[src/rtl/pingpong_pkg.sv]
// pingpong_pkg: shared encodings for the pingpong_counter block.
//   MODE_*  : two-bit counting mode as driven on the mode port.
//   DIR_*   : one-bit direction as reported on the dir port.
package pingpong_pkg;

  localparam logic [1:0] MODE_UPWRAP = 2'b00;
  localparam logic [1:0] MODE_DNWRAP = 2'b01;
  localparam logic [1:0] MODE_BOUNCE = 2'b10;
  localparam logic [1:0] MODE_HOLD   = 2'b11;

  localparam logic DIR_UP = 1'b0;
  localparam logic DIR_DN = 1'b1;

endpackage

[src/rtl/pingpong_counter_step_calc.sv]
// pp_step_calc: purely combinational next-value logic for one enabled
// advance of the pingpong counter with valid bounds (lo < hi).
// Ports:
//   count, dir  : current registered value and direction
//   mode        : counting mode (see pingpong_pkg)
//   lo, hi      : inclusive bounds
//   s           : effective step, already forced non-zero by the caller
//   next_count  : value after this advance
//   next_dir    : direction after this advance
//   next_tc     : this advance is a wrap or a turnaround
//   lap_inc     : this advance is the bounce turnaround at lo
module pp_step_calc
  import pingpong_pkg::*;
#(
  parameter int WIDTH = 4
) (
  input  logic [WIDTH-1:0] count,
  input  logic             dir,
  input  logic [1:0]       mode,
  input  logic [WIDTH-1:0] lo,
  input  logic [WIDTH-1:0] hi,
  input  logic [WIDTH-1:0] s,
  output logic [WIDTH-1:0] next_count,
  output logic             next_dir,
  output logic             next_tc,
  output logic             lap_inc
);

  // One extra bit so count+s and lo+s never wrap silently.
  logic [WIDTH:0]   count_x;
  logic [WIDTH:0]   lo_x;
  logic [WIDTH:0]   hi_x;
  logic [WIDTH:0]   s_x;
  logic [WIDTH:0]   up_sum;
  logic [WIDTH:0]   lo_plus_s;
  logic [WIDTH-1:0] up_next;   // min(count+s, hi)
  logic [WIDTH-1:0] dn_next;   // max(count-s, lo)

  always_comb begin
    count_x   = {1'b0, count};
    lo_x      = {1'b0, lo};
    hi_x      = {1'b0, hi};
    s_x       = {1'b0, s};
    up_sum    = count_x + s_x;
    lo_plus_s = lo_x + s_x;
    up_next   = (up_sum > hi_x) ? hi : up_sum[WIDTH-1:0];
    // count - lo >= s  <=>  count >= lo + s
    dn_next   = (count_x >= lo_plus_s) ? (count - s) : lo;
  end

  always_comb begin
    next_count = count;
    next_dir   = dir;
    next_tc    = 1'b0;
    lap_inc    = 1'b0;
    if (count > hi) begin
      // Bounds moved under us: pull back into range first, silently.
      next_count = hi;
    end else if (count < lo) begin
      next_count = lo;
    end else begin
      unique case (mode)
        MODE_UPWRAP: begin
          next_dir = DIR_UP;
          if (count == hi) begin
            next_count = lo;
            next_tc    = 1'b1;
          end else begin
            next_count = up_next;
          end
        end
        MODE_DNWRAP: begin
          next_dir = DIR_DN;
          if (count == lo) begin
            next_count = hi;
            next_tc    = 1'b1;
          end else begin
            next_count = dn_next;
          end
        end
        MODE_BOUNCE: begin
          // Turnaround and first step in the new direction share a cycle.
          if (dir == DIR_UP) begin
            if (count == hi) begin
              next_dir   = DIR_DN;
              next_count = dn_next;
              next_tc    = 1'b1;
            end else begin
              next_count = up_next;
            end
          end else begin
            if (count == lo) begin
              next_dir   = DIR_UP;
              next_count = up_next;
              next_tc    = 1'b1;
              lap_inc    = 1'b1;
            end else begin
              next_count = dn_next;
            end
          end
        end
        default: begin
          // MODE_HOLD: everything stays as it is.
        end
      endcase
    end
  end

endmodule

[src/rtl/pingpong_counter.sv]
// pingpong_counter: up/down counter with runtime bounds, step and mode
// (up-wrap, down-wrap, bounce, hold), parallel load and a saturating
// count of completed bounce laps. All outputs are registered.
// Ports:
//   Clk       : clock, rising edge
//   reset     : synchronous, active-high
//   en        : advance enable (ignored while load=1)
//   mode      : 00 up-wrap, 01 down-wrap, 10 bounce, 11 hold
//   lo, hi    : inclusive bounds; hi<=lo parks the count at lo
//   step      : increment magnitude, 0 behaves as 1
//   load      : parallel load strobe, value clamped into [lo,hi]
//   load_val  : value to load
//   count     : current value
//   dir       : current direction, 0 up / 1 down
//   tc        : one-cycle pulse aligned with a wrapped/turned count
//   laps      : completed bounce round trips, saturating
module pingpong_counter
  import pingpong_pkg::*;
#(
  parameter int WIDTH = 4,
  parameter int LAP_W = 8
) (
  input  logic             Clk,
  input  logic             reset,
  input  logic             en,
  input  logic [1:0]       mode,
  input  logic [WIDTH-1:0] lo,
  input  logic [WIDTH-1:0] hi,
  input  logic [WIDTH-1:0] step,
  input  logic             load,
  input  logic [WIDTH-1:0] load_val,
  output logic [WIDTH-1:0] count,
  output logic             dir,
  output logic             tc,
  output logic [LAP_W-1:0] laps
);

  logic [WIDTH-1:0] count_q, count_d;
  logic             dir_q, dir_d;
  logic             tc_q, tc_d;
  logic [LAP_W-1:0] laps_q, laps_d;

  logic [WIDTH-1:0] s;
  logic [WIDTH-1:0] calc_count;
  logic             calc_dir;
  logic             calc_tc;
  logic             calc_lap;
  logic [WIDTH-1:0] load_clamped;

  assign s = (step == '0) ? WIDTH'(1) : step;

  pp_step_calc #(
    .WIDTH (WIDTH)
  ) u_step_calc (
    .count      (count_q),
    .dir        (dir_q),
    .mode       (mode),
    .lo         (lo),
    .hi         (hi),
    .s          (s),
    .next_count (calc_count),
    .next_dir   (calc_dir),
    .next_tc    (calc_tc),
    .lap_inc    (calc_lap)
  );

  always_comb begin
    if (load_val < lo) begin
      load_clamped = lo;
    end else if (load_val > hi) begin
      load_clamped = hi;
    end else begin
      load_clamped = load_val;
    end
  end

  // Priority below reset: load, invalid bounds, enabled advance.
  always_comb begin
    count_d = count_q;
    dir_d   = dir_q;
    tc_d    = 1'b0;
    laps_d  = laps_q;
    if (load) begin
      count_d = load_clamped;
      if (mode == MODE_UPWRAP) begin
        dir_d = DIR_UP;
      end else if (mode == MODE_DNWRAP) begin
        dir_d = DIR_DN;
      end
    end else if (hi <= lo) begin
      count_d = lo;
    end else if (en) begin
      count_d = calc_count;
      dir_d   = calc_dir;
      tc_d    = calc_tc;
      if (calc_lap && (laps_q != '1)) begin
        laps_d = laps_q + {{(LAP_W-1){1'b0}}, 1'b1};
      end
    end
  end

  always_ff @(posedge Clk) begin
    if (reset) begin
      count_q <= '0;
      dir_q   <= DIR_UP;
      tc_q    <= 1'b0;
      laps_q  <= '0;
    end else begin
      count_q <= count_d;
      dir_q   <= dir_d;
      tc_q    <= tc_d;
      laps_q  <= laps_d;
    end
  end

  assign count = count_q;
  assign dir   = dir_q;
  assign tc    = tc_q;
  assign laps  = laps_q;

endmodule
[config.mk]
export PLATFORM = sky130hd
export DESIGN_NAME = pingpong_counter
export DESIGN_NICKNAME = d
export VERILOG_FILES = /design/src/rtl/pingpong_pkg.sv /design/src/rtl/pingpong_counter_step_calc.sv /design/src/rtl/pingpong_counter.sv
export SDC_FILE = /design/constraint.sdc
export NUM_CORES = 1
export LEC_CHECK = 0
export CORE_MARGIN = 5
export CORE_UTILIZATION = 55
export CTS_BUF_LIST = sky130_fd_sc_hd__clkbuf_16
export DETAILED_ROUTE_END_ITERATION = 6
export GPL_TIMING_DRIVEN = 0
export HOLD_SLACK_MARGIN = 0.05
export PLACE_DENSITY = 0.9
export SYNTH_ARGS = -nofsm -noshare
export SYNTH_HDL_FRONTEND = slang
export SYNTH_SLANG_ARGS = --single-unit
[constraint.sdc]
create_clock -name Clk -period 10.2 [get_ports Clk]
set_input_delay 2.04 -clock Clk [delete_from_list [all_inputs] [get_ports Clk]]
set_output_delay 2.04 -clock Clk [all_outputs]
set_load 0.02 [all_outputs]
After elaboration in Yosys (flattened, before gate mapping)
Cells that the tools add are included.
{"block": "word_totals", "output_inout_bits": 14, "register_bits": 14, "inputBits": 22}
{"block": "op_classes", "magnitude_cmp": 7, "n_mux": 34, "n_addsub": 4, "eq_ne": 9, "n_bitwise": 3, "reduce_logical": 11}
{"cell": "$mux 4", "n": 15}
{"cell": "$mux 1", "n": 16}
{"cell": "$pmux 4 s3", "n": 1}
{"cell": "$add 4x4->5", "n": 2}
{"cell": "$add 8x1->8 const B", "n": 1}
{"cell": "$eq 4x4->1", "n": 2}
{"cell": "$gt 4x4->1", "n": 2}
{"cell": "$lt 4x4->1", "n": 2}
{"cell": "$ne 8x8->1 const B", "n": 1}
{"cell": "$reduce_bool 7->1", "n": 1}
{"cell": "$ne 2x2->1 const B", "n": 3}
{"cell": "$pmux 1 s3", "n": 2}
{"cell": "$reduce_and 6->1", "n": 1}
{"cell": "$reduce_bool 3->1", "n": 2}
{"cell": "$reduce_or 6->1", "n": 1}
{"cell": "$ge 4x5->1", "n": 1}
{"cell": "$gt 5x4->1", "n": 1}
{"cell": "$le 4x4->1", "n": 1}
{"cell": "$logic_not 4->1", "n": 1}
{"cell": "$reduce_and 4->1", "n": 1}
{"cell": "$sub 4x4->4", "n": 1}
{"cell": "$ne 3x1->1 const B", "n": 1}
{"cell": "$not 1->1", "n": 3}
{"cell": "$eq 2x1->1 const B", "n": 1}
{"cell": "5 further kinds", "n": 5}

Longest topological paths before layout
Gate-level depths: netlist (run 1).
{"block": "logic_depth", "word_depth": 13, "depth_mapped": 15}

By module
A second synthesis (run 1) with hierarchy kept.
{"block": "unflattened", "cells_unflattened": 311, "hier_area_um2": 2384.8}
{"module": "pp_step_calc", "n_inst": 1, "seq_area_each_um2": 0.0, "cells_per_inst": 172, "area_each_um2": 1258.7}
{"module": "pingpong_counter", "n_inst": 1, "seq_area_each_um2": 280.3, "cells_per_inst": 139, "area_each_um2": 1126.1}

Worst setup path after synthesis (run 1)
Ideal clock, no wire load.
{"block": "synth_path", "kind": "input -> register", "start": "in step[3]", "end": "reg count_q[2] (netlist: count[2])", "arrival_ns": 4.741, "path_stages": 15, "slack_ns": 5.321, "setup_time_ns": 0.138, "path_buffers": 1, "cell_sequence": "nor3_1 or2_2 ha_1 nor3b_1 nor3_1 xnor2_1 ha_1 a21oi_1 nand3_1 a221o_1 clkbuf_1 mux2i_1 a22oi_1 o311ai_0 a311oi_1"}
{"block": "synth_via", "elab_chain_len": 13}
{"item": "from (decl)", "line": "pingpong_counter.sv:29", "source": "input logic [WIDTH-1:0] step,"}
{"item": "$logic_not 4->1", "line": "pingpong_counter.sv:50", "source": "assign s = (step == '0) ? WIDTH'(1) : step;"}
{"item": "$mux 4 (*)", "line": "pingpong_counter.sv:50"}
{"item": "$add 4x4->5, on equally long branches", "line": "pingpong_counter_step_calc.sv:44, pingpong_counter_step_calc.sv:45"}
{"item": "$gt 5x4->1 / $ge 4x5->1 (equally long branches)", "line": "pingpong_counter_step_calc.sv:46, pingpong_counter_step_calc.sv:48"}
{"item": "$mux 4, on equally long branches", "line": "pingpong_counter_step_calc.sv:46, pingpong_counter_step_calc.sv:48"}
{"item": "$mux 4, on equally long branches", "line": "pingpong_counter_step_calc.sv:84, pingpong_counter_step_calc.sv:92"}
{"item": "$mux 4", "line": "pingpong_counter_step_calc.sv:83", "source": "if (dir == DIR_UP) begin"}
{"item": "$pmux 4 s3 (*)", "line": "pingpong_counter_step_calc.sv:62", "source": "unique case (mode)"}
{"item": "$mux 4 (*)", "line": "pingpong_counter_step_calc.sv:59", "source": "end else if (count < lo) begin"}
{"item": "$mux 4 (*)", "line": "pingpong_counter_step_calc.sv:56", "source": "if (count > hi) begin"}
{"item": "$mux 4 (*)", "line": "pingpong_counter.sv:92", "source": "end else if (en) begin"}
{"item": "$mux 4 (*)", "line": "pingpong_counter.sv:90", "source": "end else if (hi <= lo) begin"}
{"item": "$mux 4 (*)", "line": "pingpong_counter.sv:83", "source": "if (load) begin"}
{"item": "to (signal assigned)", "line": "pingpong_counter.sv:109", "source": "count_q <= count_d;"}
{"item": "to (decl)", "line": "pingpong_counter.sv:38", "source": "logic [WIDTH-1:0] count_q, count_d;"}
Mark *: on every way between the ends. The rest lies on a longest branch, timed or not. The select of a mux whose other input is x is not followed.
A chain may end at the register's enable or synchronous reset.

Worst setup path in the final report (run 1)
{"block": "layout_path", "start": "in step[1]", "end": "reg count_q[2] (netlist: count[2])"}
The elaborated chain is that of the path after synthesis.

==> results of run 1 <==
==> area by class of cell <==
class / instances / area [µm²]
multi-input combinational: 228 / 1800
fill: 340 / 1240
timing repair buffer: 35 / 350
sequential: 14 / 280
inverter: 28 / 105
clock buffer: 3 / 75.1
tap: 50 / 62.6
buffer: 4 / 28.8
clock inverter: 1 / 3.75
==> registers in the layout (all words and copies together) (netlist names) <==
| signal | flops |
|---|---|
| count | 4 |
| dir | 1 |
| laps | 8 |
| tc | 1 |
==> cells by family (layout without fill, tap and decap cells) <==
family | Yosys count | in the layout | synth area share (%)
adder cells (fa/ha/maj) | 46 | 46 | 27.0
AO/OA/AOI/OAI | 79 | 79 | 25.3
flip-flops | 14 | 14 | 12.7
AND/OR/NAND/NOR | 82 | 82 | 19.8
buffers and inverters | 32 | 71 | 6.05
XOR/XNOR | 7 | 7 | 2.77
multiplexers | 14 | 14 | 6.39
==> synth_stat cells, types with 2 or more instances <==
library cell,number,area share (%)
ha_1,43,24
inv_1,28,4.7
nor2_1,24,4.1
a21oi_1,22,5.0
dfxtp_1,14,13
mux2i_1,13,5.9
nand2_1,13,2.2
o21ai_0,11,2.5
nand3_1,9,2.0
nand4_1,6,1.7
a311oi_1,4,1.6
nor2b_1,4,1.1
nor3_1,4,0.90
o31ai_1,4,1.4
or4_1,4,1.4
xor2_1,4,1.6
a211oi_1,3,1.0
a21o_1,3,1.0
a31oi_1,3,0.85
fa_1,3,2.7
nand2b_1,3,0.85
xnor2_1,3,1.2
a21boi_0,2,0.68
a31o_2,2,0.79
clkbuf_1,2,0.34
nor4_1,2,0.57
o2111ai_1,2,0.79
o211ai_1,2,0.68
o21a_1,2,0.68
o21ai_4,2,1.5
o221ai_1,2,0.79
o32ai_1,2,0.79
or3_1,2,0.57
==> worst max-delay path, delay by kind of cell <==
kind	cells	cell delay [ns]
XOR/XNOR	1	0.23
multiplexers	1	0.19
AO/OA/AOI/OAI	5	1.16
AND/OR/NAND/NOR	5	0.82
adder cells (fa/ha/maj)	2	0.55
buffers and inverters	2	0.82
==> routing by layer <==
layer	vias to the layer above	track usage, %	share of wire [%]
met5	-	0	0
met4	0	9.86	2.4
met3	17	2.60	5.5
met2	81	43.6	49
met1	1064	30.3	43
li1	1112	-	-
==> power by group <==
group,switching (mW),internal (mW)
Combinational,0.0986,0.0771
Clock,0.0248,0.0520
Sequential,0.00621,0.0576
Total,0.130,0.187
==> stage by stage <==
step / setup WS [ns] / area (µm²) / power [mW] / hold slack, ns
global placement: 4.38 / 2630 / 0.232 / 0.486
detailed placement: 4.34 / 2630 / 0.237 / 0.494
finish: 4.55 / 2710 / 0.316 / 0.507
floorplan: 5.32 / 2210 / 0.187 / 0.563
global route: 4.24 / 2710 / 0.338 / 0.557
CTS: 4.60 / 2710 / 0.314 / 0.502
==> worst max-delay path by stage <==
stage | from | end | slack (ns) | cells after the start
global route | step[1] | count[2] | 4.24 | 16
CTS | step[1] | count[2] | 4.60 | 16
finish | step[1] | count[2] | 4.55 | 16
global placement | step[1] | count[2] | 4.38 | 16
detailed placement | step[1] | count[2] | 4.34 | 16
floorplan | step[3] | count[2] | 5.32 | 15
==> results by stage, run 1 <==
Synth:
- In this run, synthesis inferred 0 flip-flops with an integrated enable.
- The synthesized netlist cell count is 274.
- The post-synthesis sequential area ratio is 12.7%.
- The synthesized cell area is 2210 µm².
- The number of nets handed over by synthesis was 342.
- The synthesized area divided by synthesized cell count is 8.08 µm².
- The most used flip-flop cell after synthesis is dfxtp_1.
- The number of warning messages in the yosys log is 0.
- After synthesis, the share of flip-flops with an asynchronous set or reset is 0%.
- The flop and latch count out of synthesis is 14.
- Synthesis instantiated 60 different standard cells from the library.

Timing:
- The final hold violation count is 0.
- Clock skew on the completed layout was measured at 0.00357 ns.
- The ratio of final minimum period to clock period is 55.4%.
- For the finished layout, the period the worst path requires is 5.65 ns.
- Measured against its own limit, the worst slew margin works out to 59.4%.
- Setup repair after global routing left no endpoint under its margin.
- Setup total negative slack on the finished layout was measured at 0 ns.
- The final count of pins violating max slew is 0.
- Setup violations remaining at the end of the flow were counted as 0.
- Derived from the worst setup path, the maximum achievable clock frequency is 0.177 GHz.
- For the pin with the worst max-slew slack, the measured transition is 0.601 ns.

Worst setup path:
- The maximum single-stage delay on the critical path is 0.61 ns.
- The endpoint identified for the worst register-to-register timing path is count[2].
- For flop-to-flop paths, the worst setup slack is 6.57 ns.
- In this run the worst path has a maximum fanout of 6.
- The critical path goes through clkdlybuf4s50_1, nor3_1, or2_2, ha_1, nor3b_1, nor3_1, xnor2_1, ha_1, a21oi_1, nand3_1, a221o_1, clkbuf_1, mux2i_1, a211oi_1, o311ai_0, a311oi_1.
- The worst setup path is captured at a flip-flop.
- At the worst endpoint, the required time is 10.36 ns.
- For the worst flop-to-flop path, the logic depth is 13.
- The startpoint identified for the worst register-to-register timing path is count[2].
- STA puts the critical path data arrival time at 5.81 ns.
- The setup path with the least slack is of type primary input to flip-flop.
- The largest individual stage delay along the critical path comes from the cell clkdlybuf4s50_1.
- The worst setup path is launched from a primary input.

Global route:
- The initial antenna violation count is 0.
- The global-route wire length before repair is 10.6 mm.
- Entering global routing, the biggest net connects 11 pins.
- The overall fraction of global-route tracks in use is 24.6%.
- After global routing the overflow that remains totals 0.
- The via count of the first global-routing pass came to 2309.

Final layout:
- Leaving out fill and tap cells, the most frequent cell in the layout is ha_1.
- The number of antenna cells inserted is 0.
- In the final layout, the share of cells above drive strength 1 is 6.07%.
- In the layout the commonest cells are ha_1 (43), clkdlybuf4s50_1 (35), inv_1 (28).
- Compared with the post-synthesis result, the final layout area differs by 22.2%.
- The final net count is 382.
- For this run, the number of standard cells in the final layout without fillers is 363.
- The utilization of the core after routing is 68.6%.

Detailed routing:
- The number of iterations in the first detailed-routing pass is 4.
- The number of nets with antenna violations after routing is 0.
- The final layout contains routed wiring with a total length of 6.22 mm.
- After detailed routing, the number of vias per cell comes to 6.26.
- The detailed router's first-iteration violation count is 88.
- Across all layers, the routed design uses 2274 vias.
- The detailed-route wire length per cell is 17.1 µm.
- The DRC violation count after routing is 0.

CTS:
- Clock tree synthesis selected as its root buffer the cell clkbuf_16.
- The clock tree from TritonCTS is yes.
- For the worst-skew pair, the clock arrives at the later sink with an insertion delay of 0.25 ns.
- In this run, post-CTS hold repair placed 0 buffers.
- The maximum buffer depth of the clock tree is 2.
- CTS saw 14 sinks.
- The number of H-tree branching levels is 1.
- The number of setup buffers added after CTS is 0.
- The number of buffers created by CTS is 3.
- The number of instances resized during post-cts repair is 0.
- Clock-pin slew was measured on the worst setup and hold paths at 0.05 ns.

Placed design:
- The post-detailed-placement half-perimeter wirelength is 5.03 mm.
- The congestion estimate from routability-driven global placement came to 1.02.
- After detailed placement, the design holds a cell count of 359.
- During placement, the flow inserted port buffers numbering 35.

Min path:
- The worst hold path belongs to the class flip-flop to flip-flop.
- The worst hold path terminates at laps[7].
- The cell depth of the worst hold path is 2.
- The worst hold path begins at laps[7].

Floorplan:
- The die boundary height is 73.4 µm.
- The area of the die is 5390 µm².
- The core box area is 3940 µm².
- The initial core utilization is 56.1%.
- From left edge to right edge, the die measures 73.4 µm.
- The floorplan has 23 rows.
- For this design the top-level I/O count stands at 36.

Flow run:
- The max-capacitance violation count is 0.

Pwr:
- The areal power density over the cells is 117 nW/µm².
- The static leakage is 1.16 nW.
- Across the VDD grid, the largest voltage drop is 75.1 µV.

Status:
- The flow ran to the end, and the final reports show no timing, DRC or antenna violations.
Power figures use the tool's default switching activity.
==> run 2: changes to the inputs <==
--- a/config.mk
+++ b/config.mk
@@ -6,12 +6,12 @@
 export NUM_CORES = 1
 export LEC_CHECK = 0
 export CORE_MARGIN = 5
-export CORE_UTILIZATION = 55
+export CORE_UTILIZATION = 50
 export CTS_BUF_LIST = sky130_fd_sc_hd__clkbuf_16
 export DETAILED_ROUTE_END_ITERATION = 6
 export GPL_TIMING_DRIVEN = 0
 export HOLD_SLACK_MARGIN = 0.05
-export PLACE_DENSITY = 0.9
+export PLACE_DENSITY = 0.86
 export SYNTH_ARGS = -nofsm -noshare
 export SYNTH_HDL_FRONTEND = slang
 export SYNTH_SLANG_ARGS = --single-unit
==> constraint.sdc (replaced) <==
create_clock -name Clk -period 4.93 [get_ports Clk]
set_input_delay 0.986 -clock Clk [delete_from_list [all_inputs] [get_ports Clk]]
set_output_delay 0.986 -clock Clk [all_outputs]
set_load 0.02 [all_outputs]
==> run 2 against run 1 <==
Net effect: sequential power rose by 110%; die area up 8.6%; wire length decreased by 0.45%; highest routed layer unchanged.
==> results by stage, run 2 (synthesized netlist as in run 1, its figures left out) <==
CTS:
- The clock tree from TritonCTS is yes.
- The latest clock arrival within the worst-skew pair is 0.25 ns.
- The number of H-tree branching levels is 1.
- The number of buffers created by CTS is 3.
- The clock input transition at the sequential cells of the worst setup and hold paths is 0.05 ns.
- After clock tree synthesis, the flow added hold-fix buffers numbering 0.
- For this design, the sink count on the clock tree is 14.
- CTS placed an instance of clkbuf_16 at the clock tree root.
- The number of post-CTS setup repair buffers is 0.
- No sink is reached through more buffers than the 2 on the longest clock path.

Placed design:
- The post-detailed-placement half-perimeter wirelength is 5.05 mm.
- Buffers placed on the I/O ports in this run total 35.
- The final weighted congestion in routability-driven placement is 0.992.

Timing:
- The worst path in the final design needs a cycle of 4.70 ns, including I/O delays and setup.
- In the final timing run, aggregate negative setup slack is 0 ns.
- For the final database, setup skew stands at 0.00206 ns.
- For the pin with the worst max-slew slack, the measured transition is 0.504 ns.
- Setup repair after global routing left no endpoint under its margin.
- The final critical path takes up 95.4% of the cycle.
- The final count of pins violating max slew is 0.
- The final hold violation count is 0.
- The setup-violating endpoint count in the final report is 0.
- Timing would allow up to 0.213 GHz.
- The worst pin sits at a relative slew slack of 66.0%.

Floorplan:
- In this run the standard cell core region covers 4320 µm².
- The floorplan step set the die height to 76.5 µm.
- The initial core utilization is 51.2%.
- The die is 76.5 µm wide.
- The top-level I/O count is 36.
- The number of placement rows is 24.
- The area of the die is 5860 µm².

Worst setup path:
- The maximum single-stage delay on the critical path is 0.61 ns.
- The maximum fanout along the worst path is 6.
- The type of element launching the critical path is a primary input.
- The worst setup path is captured at a flip-flop.
- The highest-delay cell along the critical path is clkdlybuf4s50_1.
- Data arrives at the worst endpoint at 4.81 ns.
- For the worst setup path, the data required time is 5.04 ns.
- The signal on the critical path passes through clkdlybuf4s50_1, nor3_1, or2_2, ha_1, nor3b_1, nor3_1, xnor2_1, ha_1, a21oi_1, nand3_1, a221o_1, clkbuf_1, mux2i_2, a22oi_1, o311ai_0, a311oi_1.
- The setup path with the least slack is of type primary input to flip-flop.

Final layout:
- The number of fill cells is 403.
- The library cell used most frequently in the layout, excluding fill and tap cells, is ha_1.
- The register with the most flip-flops in the layout has 8 of them.
- The library cells used most frequently in the layout, excluding fill and tap cells, are ha_1 (43), clkdlybuf4s50_1 (35), inv_1 (28).
- The final layout contains 382 nets.
- The fraction of layout cells with a size suffix above 1 is 6.39%.
- The number of antenna cells inserted is 0.
- The synthesis-to-finish area growth is 22.5%.

Global route:
- Entering global routing, the biggest net connects 11 pins.
- The overall overflow remaining after global route is 0.
- The overall fraction of global-route tracks in use is 21.4%.
- The first global-routing pass estimated 10.4 mm of wire.
- The via count of the first global-routing pass came to 2227.
- The initial antenna violation count is 0.

Pwr:
- Dividing total power by cell area gives a power density of 240 nW/µm².
- Summing internal, switching and leakage power gives 0.651 mW.
- The maximum vdd drop is 122 µV.
- For this design the static power due to leakage is 1.16 nW.

Status:
- The run finished with clean final reports.

Flow run:
- The max-capacitance violation count is 0.

Detailed routing:
- The routed design has 6.19 mm of wire.
- The final route contains 2251 vias.
- The detailed router finished its first iteration with 109 violations.
- The DRC violation count after routing is 0.
- The detailed-route vias per instance is 6.17.
- In this run the remaining antenna-violating nets after routing total 0.
- The first TritonRoute pass finished after 4 iterations.
- The detailed-route wire length per cell is 17.0 µm.

Min path:
- The worst hold-check path type is flip-flop to flip-flop.
run 2: area by class of cell:
| class | count | area, µm² | area share [%] |
|---|---|---|---|
| Buffer | 4 | 28.8 | 1.06 |
| Clock buffer | 3 | 75.1 | 2.77 |
| Clock inverter | 1 | 3.75 | 0.138 |
| Inverter | 28 | 105 | 3.88 |
| Multi-Input combinational cell | 228 | 1800 | 66.5 |
| Sequential cell | 14 | 280 | 10.3 |
| Tap cell | 52 | 65.1 | 2.40 |
| Timing Repair Buffer | 35 | 350 | 12.9 |
run 2: what timing repair did:
action	CTS	global route
gates resized for setup	0	1
endpoints found under the hold margin	0	0
endpoints found under the setup margin	0	1
run 2: critical path: cells and delay by family:
kind	cells	cell delay [ns]
simple gates	5	0.84
compound gates	5	1.12
buf+inv	2	0.82
mux	1	0.26
xor+xnor	1	0.23
fa+ha+maj	2	0.55
run 2: per-stage QoR:
| stage | std cells | utilization, % | worst slack, ns | hold slack [ns] | instance area [µm²] |
|---|---|---|---|---|---|
| final | 365 | 62.7 | 0.229 | 0.517 | 2710 |
| after global routing | 365 | 62.7 | 0.0452 | 0.559 | 2710 |
| after CTS | 365 | 62.6 | 0.292 | 0.518 | 2710 |
| after detailed placement | 361 | 60.8 | 0.0364 | 0.510 | 2630 |
| after global placement | 361 | 60.8 | 0.102 | 0.485 | 2630 |
| after floorplan | 274 | - | 1.10 | 0.563 | 2210 |
run 2: routing by layer:
layer  vias up  GRT usage, %  share of wire (%)  wire length [µm]
met1      1034          25.1                 41              2550
met5         -             0                  0                 0
li1       1108             -                  -                 -
met3        16          3.31                6.5               404
met4         0          10.1                2.7               170
met2        93          37.4                 49              3060
run 2: report_power, final:
part | leakage [nW] | internal (mW) | switching, mW
registers | 0.114 | 0.119 | 0.0129
logic | 1.01 | 0.161 | 0.202
clock network | 0.0385 | 0.107 | 0.0482
run 2: worst paths after layout:
kind	from	to	slack, ns	depth (start not counted)
worst max register to register	count[2]	count[2]	1.21	13
worst max-delay path	step[1]	count[2]	0.23	16
worst min-delay path	laps[7]	laps[7]	0.52	2
worst min register to register	laps[7]	laps[7]	0.52	2
